--- src/rtl/box_frame_rx.sv ---
// box_frame_rx: parses box-overlay UDP payloads into a working bank and publishes them to the active box bank.
// Define BOX_FRAME_SYNC_EN to hold a received bank as pending until the next frame_sync; by default it goes live right after rx_end.
module box_frame_rx #(
  parameter int          BOX_NUM = 1,
  parameter int          H_ACT   = 1280,
  parameter int          V_ACT   = 720,
  parameter logic [15:0] MAGIC   = 16'hA55A
) (
  input  logic                             clk,
  input  logic                             rst,
  input  logic                             rx_valid,
  input  logic [7:0]                       rx_data,
  input  logic [15:0]                      rx_len,
  input  logic                             rx_end,
  input  logic                             frame_sync,
  output logic [BOX_NUM*$clog2(H_ACT)-1:0] start_xs,
  output logic [BOX_NUM*$clog2(H_ACT)-1:0] end_xs,
  output logic [BOX_NUM*$clog2(V_ACT)-1:0] start_ys,
  output logic [BOX_NUM*$clog2(V_ACT)-1:0] end_ys,
  output logic [BOX_NUM*24-1:0]            colors,
  output logic [BOX_NUM-1:0]               box_valid,
  output logic                             update,
  output logic                             err,
  output logic [2:0]                       err_code,
  output logic [7:0]                       drop_cnt
);
  localparam int          XW   = $clog2(H_ACT);
  localparam int          YW   = $clog2(V_ACT);
  localparam logic [15:0] HMAX = 16'(H_ACT);
  localparam logic [15:0] VMAX = 16'(V_ACT);
  localparam logic [7:0]  NMAX = 8'(BOX_NUM);

  typedef enum logic [2:0] {IDLE, HDR, BODY, CSUM, DRAIN} state_t;

  typedef struct packed {
    logic [XW-1:0] x0;
    logic [XW-1:0] x1;
    logic [YW-1:0] y0;
    logic [YW-1:0] y1;
    logic [23:0]   rgb;
  } box_t;

  state_t state_q, state_d;
  logic        hidx_q;
  logic [7:0]  n_q, rec_q, xor_q;
  logic [3:0]  rb_q;
  logic [79:0] tmp_q;
  logic        csum_q, pend_err_q;
  logic        update_q, err_q;
  logic [2:0]  code_q;
  logic [7:0]  drop_q;
  box_t [BOX_NUM-1:0] work_q, act_q;
  logic [BOX_NUM-1:0] act_valid_q;

  logic [7:0]  xor_n;
  logic [15:0] rx0, ry0, rx1, ry1;
  logic        range_bad, berr, lerr, fire, pass, wr_rec, set_pend;
  logic [2:0]  bcode, fcode;
  state_t      nxt;
  box_t        rec_box;
  logic [BOX_NUM-1:0] valid_mask;

  always_comb begin
    state_d   = state_q;
    nxt       = state_q;
    berr      = 1'b0;
    bcode     = '0;
    lerr      = 1'b0;
    fire      = 1'b0;
    fcode     = '0;
    pass      = 1'b0;
    wr_rec    = 1'b0;
    set_pend  = 1'b0;
    xor_n     = xor_q ^ (rx_valid ? rx_data : 8'h00);
    {rx0, ry0, rx1, ry1} = tmp_q[79:16];
    range_bad = (rx0 >= HMAX) || (rx1 >= HMAX) || (ry0 >= VMAX) || (ry1 >= VMAX) ||
                (rx0 > rx1) || (ry0 > ry1);
    rec_box.x0  = rx0[XW-1:0];
    rec_box.x1  = rx1[XW-1:0];
    rec_box.y0  = ry0[YW-1:0];
    rec_box.y1  = ry1[YW-1:0];
    rec_box.rgb = {tmp_q[15:0], rx_data};
    for (int unsigned i = 0; i < BOX_NUM; i++) valid_mask[i] = (8'(i) < n_q);

    if (rx_valid) begin
      case (state_q)
        IDLE: begin
          nxt = HDR;
          if (rx_data != MAGIC[15:8]) begin berr = 1'b1; bcode = 3'd1; end
        end
        HDR: begin
          if (!hidx_q) begin
            if (rx_data != MAGIC[7:0]) begin berr = 1'b1; bcode = 3'd1; end
          end else begin
            nxt = BODY;
            if (rx_data == 8'd0 || rx_data > NMAX) begin berr = 1'b1; bcode = 3'd2; end
            else if (rx_len != 16'd4 + 16'd11 * {8'd0, rx_data}) lerr = 1'b1;
          end
        end
        BODY: begin
          if (rb_q == 4'd10) begin
            if (range_bad) begin berr = 1'b1; bcode = 3'd3; end
            else wr_rec = 1'b1;
            if (rec_q == n_q - 8'd1) nxt = CSUM;
          end
        end
        CSUM: if (csum_q) lerr = 1'b1;
        default: ;
      endcase
    end

    // Codes 1-3 report immediately; a length fault seen mid-packet is held in DRAIN and reported at rx_end.
    if (state_q == DRAIN) begin
      if (rx_end) begin
        state_d = IDLE;
        fire    = pend_err_q;
        fcode   = 3'd4;
      end
    end else if (state_q != IDLE || rx_valid) begin
      if (berr) begin
        fire    = 1'b1;
        fcode   = bcode;
        state_d = rx_end ? IDLE : DRAIN;
      end else if (lerr) begin
        if (rx_end) begin
          fire = 1'b1; fcode = 3'd4; state_d = IDLE;
        end else begin
          set_pend = 1'b1; state_d = DRAIN;
        end
      end else if (rx_end) begin
        state_d = IDLE;
        if (state_q == CSUM && (csum_q || rx_valid)) begin
          if (xor_n == 8'h00) pass = 1'b1;
          else begin fire = 1'b1; fcode = 3'd5; end
        end else begin
          fire = 1'b1; fcode = 3'd4;
        end
      end else begin
        state_d = nxt;
      end
    end
  end

`ifdef BOX_FRAME_SYNC_EN
  box_t [BOX_NUM-1:0] pbank_q;
  logic [BOX_NUM-1:0] pvalid_q;
  logic               pend_q;
  logic               commit;
  assign commit = frame_sync && pend_q && !pass;
`else
  logic unused_frame_sync;
  assign unused_frame_sync = frame_sync;
`endif

  always_ff @(posedge clk) begin
    if (rst) begin
      state_q     <= IDLE;
      hidx_q      <= 1'b0;
      n_q         <= '0;
      rec_q       <= '0;
      rb_q        <= '0;
      tmp_q       <= '0;
      xor_q       <= '0;
      csum_q      <= 1'b0;
      pend_err_q  <= 1'b0;
      update_q    <= 1'b0;
      err_q       <= 1'b0;
      code_q      <= '0;
      drop_q      <= '0;
      work_q      <= '0;
      act_q       <= '0;
      act_valid_q <= '0;
`ifdef BOX_FRAME_SYNC_EN
      pbank_q     <= '0;
      pvalid_q    <= '0;
      pend_q      <= 1'b0;
`endif
    end else begin
      state_q <= state_d;
      err_q   <= fire;
      if (fire) begin
        code_q <= fcode;
        if (drop_q != 8'hFF) drop_q <= drop_q + 8'd1;
      end
      if (state_q == IDLE) begin
        xor_q      <= rx_data;
        hidx_q     <= 1'b0;
        rec_q      <= '0;
        rb_q       <= '0;
        csum_q     <= 1'b0;
        pend_err_q <= 1'b0;
      end else if (rx_valid && state_q != DRAIN) begin
        xor_q <= xor_n;
      end
      if (set_pend) pend_err_q <= 1'b1;
      if (rx_valid) begin
        case (state_q)
          HDR: begin
            hidx_q <= 1'b1;
            if (hidx_q) n_q <= rx_data;
          end
          BODY: begin
            if (rb_q == 4'd10) begin
              rb_q  <= '0;
              rec_q <= rec_q + 8'd1;
            end else begin
              rb_q  <= rb_q + 4'd1;
              tmp_q <= {tmp_q[71:0], rx_data};
            end
          end
          CSUM:    csum_q <= 1'b1;
          default: ;
        endcase
      end
      if (wr_rec) begin
        for (int unsigned i = 0; i < BOX_NUM; i++)
          if (rec_q == 8'(i)) work_q[i] <= rec_box;
      end
`ifdef BOX_FRAME_SYNC_EN
      if (pass) begin
        pbank_q  <= work_q;
        pvalid_q <= valid_mask;
        pend_q   <= 1'b1;
      end else if (commit) begin
        act_q       <= pbank_q;
        act_valid_q <= pvalid_q;
        pend_q      <= 1'b0;
      end
      update_q <= commit;
`else
      if (pass) begin
        act_q       <= work_q;
        act_valid_q <= valid_mask;
      end
      update_q <= pass;
`endif
    end
  end

  always_comb begin
    start_xs = '0;
    end_xs   = '0;
    start_ys = '0;
    end_ys   = '0;
    colors   = '0;
    for (int unsigned i = 0; i < BOX_NUM; i++) begin
      start_xs[i*XW +: XW] = act_q[i].x0;
      end_xs[i*XW +: XW]   = act_q[i].x1;
      start_ys[i*YW +: YW] = act_q[i].y0;
      end_ys[i*YW +: YW]   = act_q[i].y1;
      colors[i*24 +: 24]   = act_q[i].rgb;
    end
  end

  assign box_valid = act_valid_q;
  assign update    = update_q;
  assign err       = err_q;
  assign err_code  = code_q;
  assign drop_cnt  = drop_q;

endmodule

--- config.mk ---
export PLATFORM = sky130hd
export DESIGN_NAME = box_frame_rx
export DESIGN_NICKNAME = d
export VERILOG_FILES = /design/src/rtl/box_frame_rx.sv
export SDC_FILE = /design/constraint.sdc
export NUM_CORES = 1
export LEC_CHECK = 0
export CORE_ASPECT_RATIO = 1.2
export CORE_MARGIN = 4
export CORE_UTILIZATION = 40
export CTS_CLUSTER_SIZE = 40
export DETAILED_ROUTE_END_ITERATION = 16
export GPL_TIMING_DRIVEN = 0
export PLACE_DENSITY = 0.6
export SYNTH_ARGS = -nofsm -noshare
export SYNTH_HDL_FRONTEND = slang
export SYNTH_SLANG_ARGS = --single-unit
--- constraint.sdc ---
create_clock -name clk -period 4.71 [get_ports clk]
set_input_delay 0.942 -clock clk [delete_from_list [all_inputs] [get_ports clk]]
set_output_delay 0.942 -clock clk [all_outputs]
set_load 0.005 [all_outputs]
# ---- Yosys cells after proc, flatten, opt, wreduce, memory -nomap -nowiden
# Cells that the tools add are included.
dict set report op_classes {
  addsub 5
  n_mul 1
  magnitude_cmp 8
  n_eq_ne 17
  n_mux 86
  bitwise_logic 2
  n_reduce_logical 23
}
# op count
set ops {}
lappend ops {{3-bit two-way mux} 21}
lappend ops {{8-bit two-way mux} 7}
lappend ops {{1-bit two-way mux} 47}
lappend ops {{16-bit by 10-bit >= comparator with 1-bit output (second input constant)} 2}
lappend ops {{16-bit by 11-bit >= comparator with 1-bit output (second input constant)} 2}
lappend ops {{16-bit > comparator} 2}
lappend ops {{8-bit logical NOT} 3}
lappend ops {{6-bit inequality test (second input constant)} 3}
lappend ops {{3-bit case mux with 3 select lines} 2}
lappend ops {{8-bit by 1-bit adder with 8-bit output (second input constant)} 2}
lappend ops {{4-bit two-way mux} 4}
lappend ops {{16-bit by 13-bit inequality test with 1-bit output} 1}
lappend ops {{8-bit inequality test (second input constant)} 2}
lappend ops {{3-bit by 12-bit adder with 13-bit output (first input constant)} 1}
lappend ops {{4-bit by 8-bit multiplier with 12-bit output (first input constant)} 1}
lappend ops {{8-bit equality test} 1}
lappend ops {{8-bit by 1-bit > comparator with 1-bit output (second input constant)} 1}
lappend ops {{1-bit logical OR} 8}
lappend ops {{1-bit by 8-bit less-than comparator with 1-bit output (first input constant)} 1}
lappend ops {{8-bit by 7-bit inequality test with 1-bit output (second input constant)} 1}
lappend ops {{8-bit by 1-bit subtractor with 8-bit output (second input constant)} 1}
lappend ops {{8-bit XOR} 1}
lappend ops {{7-bit by 4-bit inequality test with 1-bit output (second input constant)} 1}
lappend ops {{7-bit AND reduction} 1}
lappend ops {{other kinds (18)} 26}
dict set report totals {
  register_bits 260
  input_bits 29
  output_inout_bits 80
  word_cells 166
}

# ---- Logic depth before layout (Yosys ltp)
dict set report depth {
  depth_word 14
  depth_mapped 16
  depth_no_buf 15
}

# ---- Worst setup path before layout
# No wires, ideal clock.
dict set report synth_timing {
  kind {input port to flip-flop}
  start {input rx_data[3]}
  end {register state_q[2]}
  setup_ns 0.115
  arrival_ns 3.815
  required_ns 4.595
  setup_slack_ns 0.780
  stages 14
  path_buffers 0
  cell_sequence {ha_1 inv_1 fa_1 inv_1 ha_1 ha_1 a21oi_1 o22ai_1 o41ai_1 xnor2_1 nor2_1 a32oi_1 or2_2 o21a_1}
}
dict set report synth_between {
  elab_chain_cells 12
  word_cells_on_any_way 29
  cone_classes {add/sub: 1; mul: 1; order compare: 1; eq/ne: 8; mux: 15; reduce/logical: 3}
}
# element line
set synth_rtl {}
lappend synth_rtl {{start, declared} 12} ;# input logic [7:0] rx_data,
lappend synth_rtl {{4-bit by 8-bit multiplier with 12-bit output} 97} ;# else if (rx_len != 16'd4 + 16'd11 * {8'd0, rx_data}) lerr = 1'b1;
lappend synth_rtl {{3-bit by 12-bit adder with 13-bit output} 97}
lappend synth_rtl {{16-bit by 13-bit inequality test with 1-bit output} 97}
lappend synth_rtl {{1-bit two-way mux} 97}
lappend synth_rtl {{1-bit two-way mux} 96} ;# if (rx_data == 8'd0 || rx_data > NMAX) begin berr = 1'b1; bcode = 3'd2; end
lappend synth_rtl {{1-bit two-way mux} 92} ;# if (!hidx_q) begin
lappend synth_rtl {{1-bit case mux with 2 select lines} 86} ;# case (state_q)
lappend synth_rtl {{1-bit two-way mux} 85} ;# if (rx_valid) begin
lappend synth_rtl {{3-bit two-way mux} 124} ;# end else if (lerr) begin
lappend synth_rtl {{3-bit two-way mux} 120} ;# if (berr) begin
lappend synth_rtl {{3-bit two-way mux} 119} ;# end else if (state_q != IDLE || rx_valid) begin
lappend synth_rtl {{3-bit two-way mux} 113} ;# if (state_q == DRAIN) begin
lappend synth_rtl {{end signal, assigned} 179} ;# state_q <= state_d;
lappend synth_rtl {{end, declared} 43} ;# state_t state_q, state_d;
# Parallel ways exist; a longest one is shown, timed or not. The select of a mux whose other input is x is not followed.
# A chain may end at the register's enable or synchronous reset.

# ---- Worst setup path after layout
dict set report layout_timing {
  start {input rx_data[3]}
  end {register code_q[0], in the netlist err_code[0]}
}
dict set report layout_between {
  elab_chain_cells 12
  word_cells_on_any_way 41
  cone_classes {add/sub: 1; mul: 1; order compare: 1; eq/ne: 3; mux: 31; bitwise: 1; reduce/logical: 3}
}
# element line
set layout_rtl {}
lappend layout_rtl {{4-bit by 8-bit multiplier with 12-bit output} 97}
lappend layout_rtl {{3-bit by 12-bit adder with 13-bit output} 97}
lappend layout_rtl {{16-bit by 13-bit inequality test with 1-bit output} 97}
lappend layout_rtl {{1-bit two-way mux} 97}
lappend layout_rtl {{1-bit two-way mux} 96}
lappend layout_rtl {{1-bit two-way mux} 92}
lappend layout_rtl {{1-bit case mux with 2 select lines} 86}
lappend layout_rtl {{1-bit two-way mux} 85}
lappend layout_rtl {{3-bit two-way mux or 1-bit two-way mux (tied branches)} 124}
lappend layout_rtl {{3-bit two-way mux or 1-bit two-way mux (tied branches)} 120}
lappend layout_rtl {{3-bit two-way mux or 1-bit two-way mux (tied branches)} 119}
lappend layout_rtl {{3-bit two-way mux or 1-bit two-way mux (tied branches)} 113}
lappend layout_rtl {{end signal, assigned} 182} ;# code_q <= fcode;
lappend layout_rtl {{end, declared} 50} ;# logic [2:0] code_q;
# Parallel ways exist; a longest one is shown, timed or not.

==> results.sh <==
export IMPL_yosys_area_top_type="dfxtp_1"
export IMPL_post_cts_buffers=0
export IMPL_synth_compound_area_frac=0.166
export IMPL_highest_signal_layer="met4"
export IMPL_antenna_found_initial=0
export IMPL_ys_async_sr_fraction=0
export IMPL_hold_viol=0
export IMPL_grt_overflow=0
export IMPL_dp_hpwl_um=23600
export IMPL_ir_worst_vdd_mv=0.229
export IMPL_viasPerCell=5.10
export IMPL_cts_buffers=27
export IMPL_cts_buffer_depth=3
export IMPL_grt_pass1_wl_um=51600
export IMPL_drtAntennaViolNets=0
export IMPL_max_cap_violations=0
export IMPL_io_pins=109
export IMPL_pwr_density_cell_nw_per_um2=333
export IMPL_post_route_period_util=0.951
export IMPL_core_area_sq_um=29500
export IMPL_cts_sinks=260
export IMPL_drive_above_1_share=0.0481
export IMPL_hold_buffers=0
export IMPL_timing_fmax_mhz=223
export IMPL_muxShareOfSynthArea=0.0113
export IMPL_yosys_area_top_type_share=0.437
export IMPL_fin_cells=2074
export IMPL_syn_nets=1633
export IMPL_m1WireLength_um=13700
export IMPL_worst_pin_slew_ns=0.950
export IMPL_ys_ff_latch=260
export IMPL_maxSlewViolCount=0
export IMPL_htree_levels=1
export IMPL_yosys_top_cells_count="461 x nand2_1, 260 x dfxtp_1, 258 x a21oi_1"
export IMPL_finalWirelength_um=31700
export IMPL_met3WireLength_um=1260
export IMPL_synth_avg_cell_area_sq_um=7.78
export IMPL_ys_seq_area_frac=0.437
export IMPL_ys_warn_count=0
export IMPL_route_met2_wl_um=15800
export IMPL_clkLatencyLatePin_ns=0.53
export IMPL_dp_cells=2030
export IMPL_cts_root_buf="clkbuf_16"
export IMPL_end_kind="register"
export IMPL_p_leak_nw=4.98
export IMPL_cts_resized=0
export IMPL_nets=1769
export IMPL_die_x_um=166
export IMPL_grt_pass1_vias=10300
export IMPL_synth_area_leaders="dfxtp_1 44%, nand2_1 15%, a21oi_1 11%"
export IMPL_start_util=0.404
export IMPL_area_growth_pct=20.3
export IMPL_synth_main_ff_cell="dfxtp_1"
export IMPL_grtUsageTotal=0.188
export IMPL_synth_most_common_cell="nand2_1"
export IMPL_clk_pin_slew_worst_paths_ns=0.06
export IMPL_die_y_um=197
export IMPL_rows=69
export IMPL_arrival_ns=4.93
export IMPL_crit_path_max_fanout=5
export IMPL_drt_iter0_drc=537
export IMPL_status="complete, no violations"
export IMPL_die_area_sq_um=32600
export IMPL_critPathKind="in2reg"
export IMPL_startpoint_type="input pin"
export IMPL_relSlewSlack=0.367
export IMPL_timing_hold_ws_ns=0.448
export IMPL_globalplace_congestion=0.891
export IMPL_cts_tree="done"
export IMPL_final_min_clock_period_ns=4.48
export IMPL_grt_max_degree=14
export IMPL_hold_path_class="reg2reg"
export IMPL_cp_required_ns=5.16
export IMPL_rsz0062_at_grt="false"
export IMPL_yosysUniqueCellTypes=63
export IMPL_syn_area_sq_um=11900
export IMPL_synthAdderAreaFrac=0.0776
export IMPL_clock_skew_final_ns=0.0233
export IMPL_drc=0
export IMPL_setup_viol=0
export IMPL_post_drt_wl_per_cell_um=15.3
export IMPL_synth_edf_count=0
export IMPL_vias=10600
export IMPL_diodes=0
export IMPL_syn_inst=1533
export IMPL_synth_xor_area_frac=0.0250
export IMPL_io_buffers=107
export IMPL_yosys_area_share_simple=0.228
export IMPL_synth_top_family_by_area="simple AND/OR/NAND/NOR gates"
export IMPL_first_pass_iters=5
==> worst max-delay path, cell delays in order <==
cell,delay [ns]
clkdlybuf4s50_1,0.52
ha_1,0.34
inv_1,0.05
fa_1,0.49
inv_1,0.04
ha_1,0.28
ha_1,0.37
a21oi_1,0.21
o22ai_1,0.15
o41ai_1,0.33
xnor2_1,0.12
nor2_1,0.19
a32oi_1,0.25
or3_1,0.47
a31oi_1,0.17
==> flip-flops by register name (all words and copies together) (netlist names) <==
name / flops
end_ys: 10
n_q: 8
xor_q: 8
start_ys: 10
rb_q: 4
err_code: 3
update: 1
colors: 24
rec_q: 8
err: 1
box_valid: 1
hidx_q: 1
start_xs: 11
end_xs: 11
pend_err_q: 1
state_q: 3
tmp_q: 80
work_q: 66
csum_q: 1
drop_cnt: 8
==> area by class of cell <==
class / count / area (sq um)
clock buffer: 39 / 781
buffer: 93 / 418
tap: 390 / 488
inverter: 65 / 244
multi-input combinational: 1115 / 6060
timing repair buffer: 107 / 1070
sequential: 260 / 5200
clock inverter: 5 / 78.8
fill: 3015 / 15200
==> kinds of logic after synthesis <==
logic type,after synthesis
DFF,260
buffers and inverters,158
and+or+nand+nor,641
muxes,13
AOI/OAI and AO/OA,356
xor gates and xnor gates,34
adders and majority gates,71
==> layout by cell type (no fill, tap or decap), drive strengths merged, types with 14 or more instances in the layout <==
| master | count |
|---|---|
| a21oi | 258 |
| buf | 28 |
| clkbuf | 103 |
| clkdlybuf4s50 | 106 |
| dfxtp | 260 |
| ha | 66 |
| inv | 66 |
| nand2 | 461 |
| nand3 | 20 |
| nand4 | 14 |
| nor2 | 68 |
| nor3 | 14 |
| o21ai | 35 |
| xnor2 | 20 |
| xor2 | 14 |
==> metal layers <==
metal / global-route usage / up-vias
li1: - / 5416
met1: 0.228 / 4896
met2: 0.344 / 213
met3: 0.0260 / 57
met4: 0.0596 / 0
met5: 0 / -
==> metrics by stage <==
stage / total power [mW] / cell area [sq um] / setup WS, ns / TNS [ns] / utilization
2_1_floorplan: 2.59 / 11900 / 0.780 / 0 / -
3_3_place_gp: 2.72 / 13500 / -0.426 / -1.51 / 0.457
3_5_place_dp: 2.73 / 13500 / -0.414 / -1.45 / 0.457
4_1_cts: 4.82 / 14300 / 0.137 / 0 / 0.486
5_1_grt: 4.95 / 14300 / 0.0208 / 0 / 0.486
6_report: 4.77 / 14300 / 0.231 / 0 / 0.486
==> where the power goes <==
part	total, mW	internal, mW	leakage, nW	switching (mW)
clock network	2.09	1.25	0.424	0.847
logic	0.445	0.186	2.46	0.259
registers	2.23	2.21	2.10	0.0171
total	4.77	3.65	4.98	1.12
==> path summary, 6_finish.rpt <==
check / startpoint / to / slack (ns) / cells after the start
max reg2reg: tmp_q[46] / work_q[31] / 1.22 / 12
min reg2reg: start_ys[5] / start_ys[5] / 0.45 / 2
max: rx_data[3] / err_code[0] / 0.23 / 15
min: start_ys[5] / start_ys[5] / 0.45 / 2
Note: power is estimated with default switching activity, not from simulation.
